<file path="config.mk">
export PLATFORM = sky130hd
export DESIGN_NAME = joybus_device_responder
export DESIGN_NICKNAME = d
export VERILOG_FILES = /design/src/rtl/joybus_device_responder.sv
export SDC_FILE = /design/constraint.sdc
export NUM_CORES = 1
export LEC_CHECK = 0
export BUFFER_PORTS_ARGS = -buffer_cell sky130_fd_sc_hd__buf_4
export CAP_MARGIN = 20
export CORE_ASPECT_RATIO = 1.75
export CORE_MARGIN = 5
export CORE_UTILIZATION = 45
export DETAILED_ROUTE_END_ITERATION = 8
export PLACE_DENSITY = 0.68
export SLEW_MARGIN = 30
export SYNTH_ARGS = -nofsm -noshare
export SYNTH_HDL_FRONTEND = slang
export SYNTH_SLANG_ARGS = --single-unit
</file>
<file path="constraint.sdc">
create_clock -name clk -period 7.39 [get_ports clk]
set_clock_uncertainty 0.05 [all_clocks]
set_input_delay 0.739 -clock clk [delete_from_list [all_inputs] [get_ports clk]]
set_output_delay 0.739 -clock clk [all_outputs]
set_load 0.02 [all_outputs]
</file>
<file path="src/rtl/joybus_device_responder.sv">
`timescale 1ns/1ps
// N64 joybus device-side responder: decodes PIF command pulses from the synchronized
// line and answers info/reset (0x00/0xFF) and button-read (0x01) with timed reply frames.
module joybus_device_responder #(
    parameter int          CLK_PER_US  = 50,
    parameter logic [15:0] DEV_ID      = 16'h0500,
    parameter int          RESP_GAP_US = 2,
    parameter int          IDLE_US     = 8
) (
    input  logic        clk,
    input  logic        reset,
    input  logic        joy_in,
    output logic        joy_oe,
    input  logic [31:0] buttons,
    input  logic [7:0]  pak_status,
    output logic        cmd_valid,
    output logic [7:0]  cmd_code,
    output logic        busy
);

    localparam int TW = $clog2(IDLE_US * CLK_PER_US + 1);
    localparam logic [TW-1:0] T_1US  = TW'(CLK_PER_US);
    localparam logic [TW-1:0] T_2US  = TW'(2 * CLK_PER_US);
    localparam logic [TW-1:0] T_3US  = TW'(3 * CLK_PER_US);
    localparam logic [TW-1:0] T_LONG = TW'(5 * CLK_PER_US);
    localparam logic [TW-1:0] T_GAP  = TW'(RESP_GAP_US * CLK_PER_US);
    localparam logic [TW-1:0] T_IDLE = TW'(IDLE_US * CLK_PER_US);

    // state   | meaning
    // IDLE    | line idle, waiting for a host falling edge
    // RX_LOW  | measuring low part of a host pulse
    // RX_HIGH | measuring high part of a host pulse
    // DISCARD | ignoring the line until it stays high for IDLE_US
    // GAP     | line released before the reply
    // TX_LOW  | driving the low part of a reply bit
    // TX_HIGH | releasing for the high part of a reply bit
    // TX_STOP | driving the reply stop bit
    typedef enum logic [2:0] {
        IDLE, RX_LOW, RX_HIGH, DISCARD, GAP, TX_LOW, TX_HIGH, TX_STOP
    } state_t;

    state_t        state, state_n;
    logic          sync1, sync2, line_d;
    logic [TW-1:0] timer, timer_n, timer_inc;
    logic [3:0]    bit_cnt, bit_cnt_n;
    logic [7:0]    cmd_sr, cmd_sr_n;
    logic [31:0]   tx_sr, tx_sr_n;
    logic [5:0]    tx_cnt, tx_cnt_n;
    logic [7:0]    cmd_code_n;
    logic          cmd_valid_n;
    logic          fall, rise, rx_bit;
    logic [TW-1:0] tx_low_len, tx_high_len;

    always_ff @(posedge clk) begin
        if (reset) begin
            sync1     <= 1'b1;
            sync2     <= 1'b1;
            line_d    <= 1'b1;
            state     <= IDLE;
            timer     <= '0;
            bit_cnt   <= '0;
            cmd_sr    <= '0;
            tx_sr     <= '0;
            tx_cnt    <= '0;
            cmd_code  <= '0;
            cmd_valid <= 1'b0;
        end else begin
            sync1     <= joy_in;
            sync2     <= sync1;
            line_d    <= sync2;
            state     <= state_n;
            timer     <= timer_n;
            bit_cnt   <= bit_cnt_n;
            cmd_sr    <= cmd_sr_n;
            tx_sr     <= tx_sr_n;
            tx_cnt    <= tx_cnt_n;
            cmd_code  <= cmd_code_n;
            cmd_valid <= cmd_valid_n;
        end
    end

    // timer holds the number of samples already spent at the current level
    always_comb begin
        fall        = line_d & ~sync2;
        rise        = ~line_d & sync2;
        timer_inc   = (timer == '1) ? timer : timer + 1'b1;
        rx_bit      = (timer < T_2US);
        tx_low_len  = tx_sr[31] ? T_1US : T_3US;
        tx_high_len = tx_sr[31] ? T_3US : T_1US;

        state_n     = state;
        timer_n     = timer;
        bit_cnt_n   = bit_cnt;
        cmd_sr_n    = cmd_sr;
        tx_sr_n     = tx_sr;
        tx_cnt_n    = tx_cnt;
        cmd_code_n  = cmd_code;
        cmd_valid_n = 1'b0;

        case (state)
            IDLE: begin
                if (fall) begin
                    state_n   = RX_LOW;
                    timer_n   = 1;
                    bit_cnt_n = '0;
                end
            end
            RX_LOW: begin
                if (rise) begin
                    bit_cnt_n = bit_cnt + 4'd1;
                    timer_n   = 1;
                    if (bit_cnt == 4'd8) begin
                        // 9th pulse is the host stop bit; its value is not kept
                        state_n = DISCARD;
                        if (cmd_sr == 8'h00 || cmd_sr == 8'hFF) begin
                            tx_sr_n  = {DEV_ID, pak_status, 8'h00};
                            tx_cnt_n = 6'd24;
                            state_n  = GAP;
                        end else if (cmd_sr == 8'h01) begin
                            tx_sr_n  = buttons;
                            tx_cnt_n = 6'd32;
                            state_n  = GAP;
                        end
                        if (state_n == GAP) begin
                            cmd_code_n  = cmd_sr;
                            cmd_valid_n = 1'b1;
                            timer_n     = '0;
                        end
                    end else begin
                        cmd_sr_n = {cmd_sr[6:0], rx_bit};
                        state_n  = RX_HIGH;
                    end
                end else if (timer_inc >= T_LONG) begin
                    state_n = DISCARD;
                    timer_n = '0;
                end else begin
                    timer_n = timer_inc;
                end
            end
            RX_HIGH: begin
                if (fall) begin
                    state_n = RX_LOW;
                    timer_n = 1;
                end else begin
                    timer_n = timer_inc;
                    if (timer_inc >= T_LONG) state_n = DISCARD;
                end
            end
            DISCARD: begin
                if (!sync2) begin
                    timer_n = '0;
                end else if (timer_inc >= T_IDLE) begin
                    state_n = IDLE;
                    timer_n = '0;
                end else begin
                    timer_n = timer_inc;
                end
            end
            GAP: begin
                if (timer_inc >= T_GAP) begin
                    state_n = TX_LOW;
                    timer_n = '0;
                end else begin
                    timer_n = timer_inc;
                end
            end
            TX_LOW: begin
                if (timer_inc >= tx_low_len) begin
                    state_n = TX_HIGH;
                    timer_n = '0;
                end else begin
                    timer_n = timer_inc;
                end
            end
            TX_HIGH: begin
                if (timer_inc >= tx_high_len) begin
                    timer_n  = '0;
                    tx_sr_n  = {tx_sr[30:0], 1'b0};
                    tx_cnt_n = tx_cnt - 6'd1;
                    state_n  = (tx_cnt == 6'd1) ? TX_STOP : TX_LOW;
                end else begin
                    timer_n = timer_inc;
                end
            end
            TX_STOP: begin
                if (timer_inc >= T_2US) begin
                    state_n = IDLE;
                    timer_n = '0;
                end else begin
                    timer_n = timer_inc;
                end
            end
            default: begin
                state_n = IDLE;
                timer_n = '0;
            end
        endcase
    end

    assign joy_oe = (state == TX_LOW) || (state == TX_STOP);
    assign busy   = (state != IDLE);

endmodule
</file>
# Word level (Yosys, flattened, before mapping)
# Cells that the tools add are included.
dict set report op_classes {
  bitwise_logic 7
  n_lt_le_gt_ge 6
  n_mux 49
  add_sub_neg 3
  n_eq_ne 23
  reduce_logical 14
}
# cell count
set op_table {}
lappend op_table {{$mux 32} 5}
lappend op_table {{$mux 9} 10}
lappend op_table {{$pmux 32 s2} 1}
lappend op_table {{$pmux 9 s7} 1}
lappend op_table {{$mux 3} 16}
lappend op_table {{$mux 6} 5}
lappend op_table {{$pmux 3 s8} 1}
lappend op_table {{$ge 9x8->1} 2}
lappend op_table {{$ne 2x2->1 const B} 9}
lappend op_table {{$mux 8} 2}
lappend op_table {{$eq 3x3->1 const B} 5}
lappend op_table {{$pmux 6 s2} 1}
lappend op_table {{$add 9x1->9 const B} 1}
lappend op_table {{$eq 9x9->1 const B} 1}
lappend op_table {{$ge 9x7->1 const B} 1}
lappend op_table {{$ge 9x8->1 const B} 1}
lappend op_table {{$ge 9x9->1 const B} 1}
lappend op_table {{$lt 9x7->1 const B} 1}
lappend op_table {{$eq 8x1->1 const B} 1}
lappend op_table {{$eq 8x8->1 const B} 1}
lappend op_table {{$logic_not 8->1} 1}
lappend op_table {{$mux 4} 2}
lappend op_table {{$pmux 4 s2} 1}
lappend op_table {{$reduce_and 7->1} 1}
lappend op_table {{other kinds (20)} 31}
dict set report word_totals {
  output_inout_bits 11
  regBits 74
  elab_cells 113
}

# Logic depth before layout (Yosys ltp)
dict set report logic_depth {
  ltp_word 11
  ltp_mapped 17
  mapped_depth_nobuf 13
}

# Worst setup path after synthesis
# Ideal clock, no wire load.
dict set report synth_path {
  path_kind {register to register}
  from {register timer[1]}
  to {register state[2]}
  path_stages_with_launch 18
  path_slack_ps 4115
  t_arrival_ps 3136
  path_buffers 4
  period_less_slack_ps 3275
  cell_sequence {dfxtp_1 ha_1 buf_4 and4_4 buf_6 and2_1 buf_2 nor3_1 a21oi_1 ha_1 inv_1 a2111oi_1 a31o_1 nor4_4 and2_1 buf_6 a31oi_1 a311oi_2}
}
dict set report synth_via {
  elab_chain_cells 6
}
# item line_no
set synth_lines {}
lappend synth_lines {{from (decl)} 44} ;# logic [TW-1:0] timer, timer_n, timer_inc;
lappend synth_lines {{from (signal assigned)} 72} ;# timer <= timer_n;
lappend synth_lines {{$add 9x1->9 / $eq 9x9->1 (equally long branches)} 86} ;# timer_inc = (timer == '1) ? timer : timer + 1'b1;
lappend synth_lines {{$mux 9 (*)} 86}
lappend synth_lines {{$ge 9x8->1} {133, 146}}
lappend synth_lines {{$mux 3} -}
lappend synth_lines {{$mux 3 (on tied branches)} -}
lappend synth_lines {{$pmux 3 s8} -}
lappend synth_lines {{to (signal assigned)} 71} ;# state <= state_n;
lappend synth_lines {{to (decl)} 42} ;# state_t state, state_n;
# Every way passes the cells marked *; elsewhere a longest branch is shown, timed or not.
# A chain may end at the register's enable or synchronous reset.

# Worst setup path after layout
dict set report layout_path {
  from {register timer[0]}
  to {register state[2]}
}
# Same word-level chain as after synthesis.

==> flow_metrics.env <==
export IMPL_outcome="finished, final reports clean"
export IMPL_place_hpwl_um=7770
export IMPL_n_antenna_cell=0
export IMPL_ant_nets=0
export IMPL_synth_nets=606
export IMPL_setup_tns_ps=0
export IMPL_synth_distinct_cells=65
export IMPL_dpl_cell_count=682
export IMPL_fin_crit_sh_pct=52.2
export IMPL_synth_area_top_cells="dfxtp_1, a21oi_1, nand2_1"
export IMPL_setup_viol=0
export IMPL_grt_max_degree=72
export IMPL_postSynth_asyncResetShare_pct=0
export IMPL_syn_avg_cell_area_um2=7.81
export IMPL_grt_pass1_wl_um=18200
export IMPL_drt_first_pass_iters=4
export IMPL_cp_arrival_ps=4060
export IMPL_ctsRootBufferMaster="clkbuf_16"
export IMPL_rsz0062_at_grt="false"
export IMPL_cp_slowest_cell="dfxtp_1"
export IMPL_die_w_um=83.8
export IMPL_reg2reg_depth=13
export IMPL_p_per_area_nw_per_um2=189
export IMPL_path_cells="ha_1, and4_4, and2_1, nor3_1, a21oi_1, ha_1, inv_1, a2111oi_1, a31o_1, nor4_4, and2_1, a31oi_1, a311oi_2"
export IMPL_ir_drop_v=0.000163
export IMPL_slew_headroom_pct=48.7
export IMPL_area_growth_pct=15.6
export IMPL_yosysWarnings=0
export IMPL_grt_overflow_total=0
export IMPL_synth_edf_count=0
export IMPL_antenna_found_initial=0
export IMPL_ctsHoldBuffers=0
export IMPL_wl_um=11000
export IMPL_clk_latency_ps=330
export IMPL_cts_tree="built"
export IMPL_ys_seq_area_share_pct=34.5
export IMPL_synth_top_family_by_area="simple AND/OR/NAND/NOR gates"
export IMPL_layout_commonest_cell="dfxtp_1"
export IMPL_num_rows=47
export IMPL_io_pins=54
export IMPL_drv_cap=0
export IMPL_fmax_mhz=259
export IMPL_syn_inst=550
export IMPL_via_per_inst=5.88
export IMPL_ys_ff_latch=74
export IMPL_synth_top_area_share_pct=34.5
export IMPL_dr_first_iter_drc_count=317
export IMPL_routedWlPerCell_um=15.7
export IMPL_groute_usage_overall_pct=18.9
export IMPL_chipHeight_um=139
export IMPL_final_cells=698
export IMPL_synth_fa_ha_area_share_pct=3.79
export IMPL_die_area_um2=11700
export IMPL_ys_flop_type="dfxtp_1"
export IMPL_fin_area_um2=4970
export IMPL_critPathKind="flip-flop to flip-flop"
export IMPL_drive_above_1_share_pct=17.2
export IMPL_synth_compound_area_share_pct=23.6
export IMPL_cp_slowest_stage_delay_ps=540
export IMPL_maxSlewViolCount=0
export IMPL_place_port_buffers=53
export IMPL_grt_pass1_vias=3977
export IMPL_dpl_cell_area_um2=4650
export IMPL_cts_buffers=9
export IMPL_min_path_type="flip-flop to flip-flop"
export IMPL_start_util_pct=45.6
export IMPL_synthXorXnorAreaFrac_pct=1.63
export IMPL_tightestPinTransition_ps=767
export IMPL_post_cts_setup_buffer_count=0
export IMPL_p_total_uw=938
export IMPL_via_count=4101
export IMPL_min_period_ps=3860
export IMPL_htree_levels=3
export IMPL_cellLeakagePower_uw=0.00187
export IMPL_muxShareOfSynthArea_pct=2.13
export IMPL_drt_drc_violations_left=0
export IMPL_nets=627
export IMPL_cts_sinks=74
export IMPL_clk_path_buf_depth=2
export IMPL_path_max_fanout=11
export IMPL_cp_start_kind="flip-flop"
export IMPL_nFillCells=897
export IMPL_crit_path_end_kind="flip-flop"
export IMPL_required_ps=7590
export IMPL_hold_viol=0
export IMPL_path_clk_slew_ps=60
export IMPL_most_common_layout_cells="dfxtp_1, nand2_1, buf_4, nor2_1, a21oi_1"
export IMPL_multi_input_area_um2=2540
export IMPL_globalplace_congestion=0.923
export IMPL_yosysTopAreaCell="dfxtp_1"
export IMPL_hold_path_depth=2
export IMPL_syn_area_um2=4290
export IMPL_synthSimpleGateAreaFrac_pct=27.7
export IMPL_cts_resized=0
export IMPL_core_area_um2=9410
export IMPL_finalCoreUtilization_pct=52.8
export IMPL_final_seq_area_um2=1480
final cells by class:
cell class / instances / area share (%)
tap: 122 / 3.07
timing repair buffer: 57 / 8.62
clock inverter: 6 / 1.81
sequential: 74 / 29.8
multi-input combinational: 417 / 51.1
clock buffer: 10 / 4.61
inverter: 12 / 0.907
worst max-delay path, delay by kind of cell, from the launching register on:
family          cells  cell delay [ps]
simple gates        5             1400
flops               1              540
buf+inv             1               80
fa+ha+maj           2              730
compound gates      5              970
state kept, by name, summed over array words and instances (netlist names):
register / cells
sync1: 1
timer: 9
cmd_valid: 1
cmd_code: 8
cmd_sr: 8
line_d: 1
bit_cnt: 4
tx_sr: 32
state: 3
tx_cnt: 6
sync2: 1
final timing paths:
path / start / to / slack (ps)
setup / recovery: timer[0] / state[2] / 3530
hold / removal: tx_sr[11] / tx_sr[11] / 410
setup reg to reg: timer[0] / state[2] / 3530
hold reg to reg: tx_sr[11] / tx_sr[11] / 410
Yosys cell counts, types with 11 or more instances:
library cell / number
a211oi_1: 26
a21oi_1: 53
and3_1: 25
clkbuf_1: 25
dfxtp_1: 74
ha_1: 13
inv_1: 12
nand2_1: 58
nand3_1: 19
nor2_1: 55
nor3_1: 32
o211ai_1: 11
o21ai_0: 13
power breakdown:
part	internal, uW	switching (uW)	total [uW]
logic	29.0	32.7	61.7
registers	402	8.01	410
clock network	297	170	467
total	728	211	938
layer usage:
metal / part of all wire (%) / routed length [um] / track usage [%] / vias up
met1: 38 / 4190 / 20.1 / 1913
met4: 5.5 / 603 / 12.5 / 0
met2: 52 / 5730 / 33.3 / 133
li1: - / - / - / 2014
met3: 3.9 / 428 / 3.67 / 41
met5: 0 / 0 / 0 / -
per-stage QoR:
step,hold WS (ps),setup WS [ps]
4_1_cts,406,3560
5_1_grt,405,3220
3_3_place_gp,391,3720
3_5_place_dp,390,3580
2_1_floorplan,339,4120
6_report,406,3530
cell families after synthesis:
family | after synthesis
compound gates | 149
xor+xnor | 8
fa+ha+maj | 13
buf+inv | 59
flops | 74
mux | 9
simple gates | 238
Power figures use the tool's default switching activity.
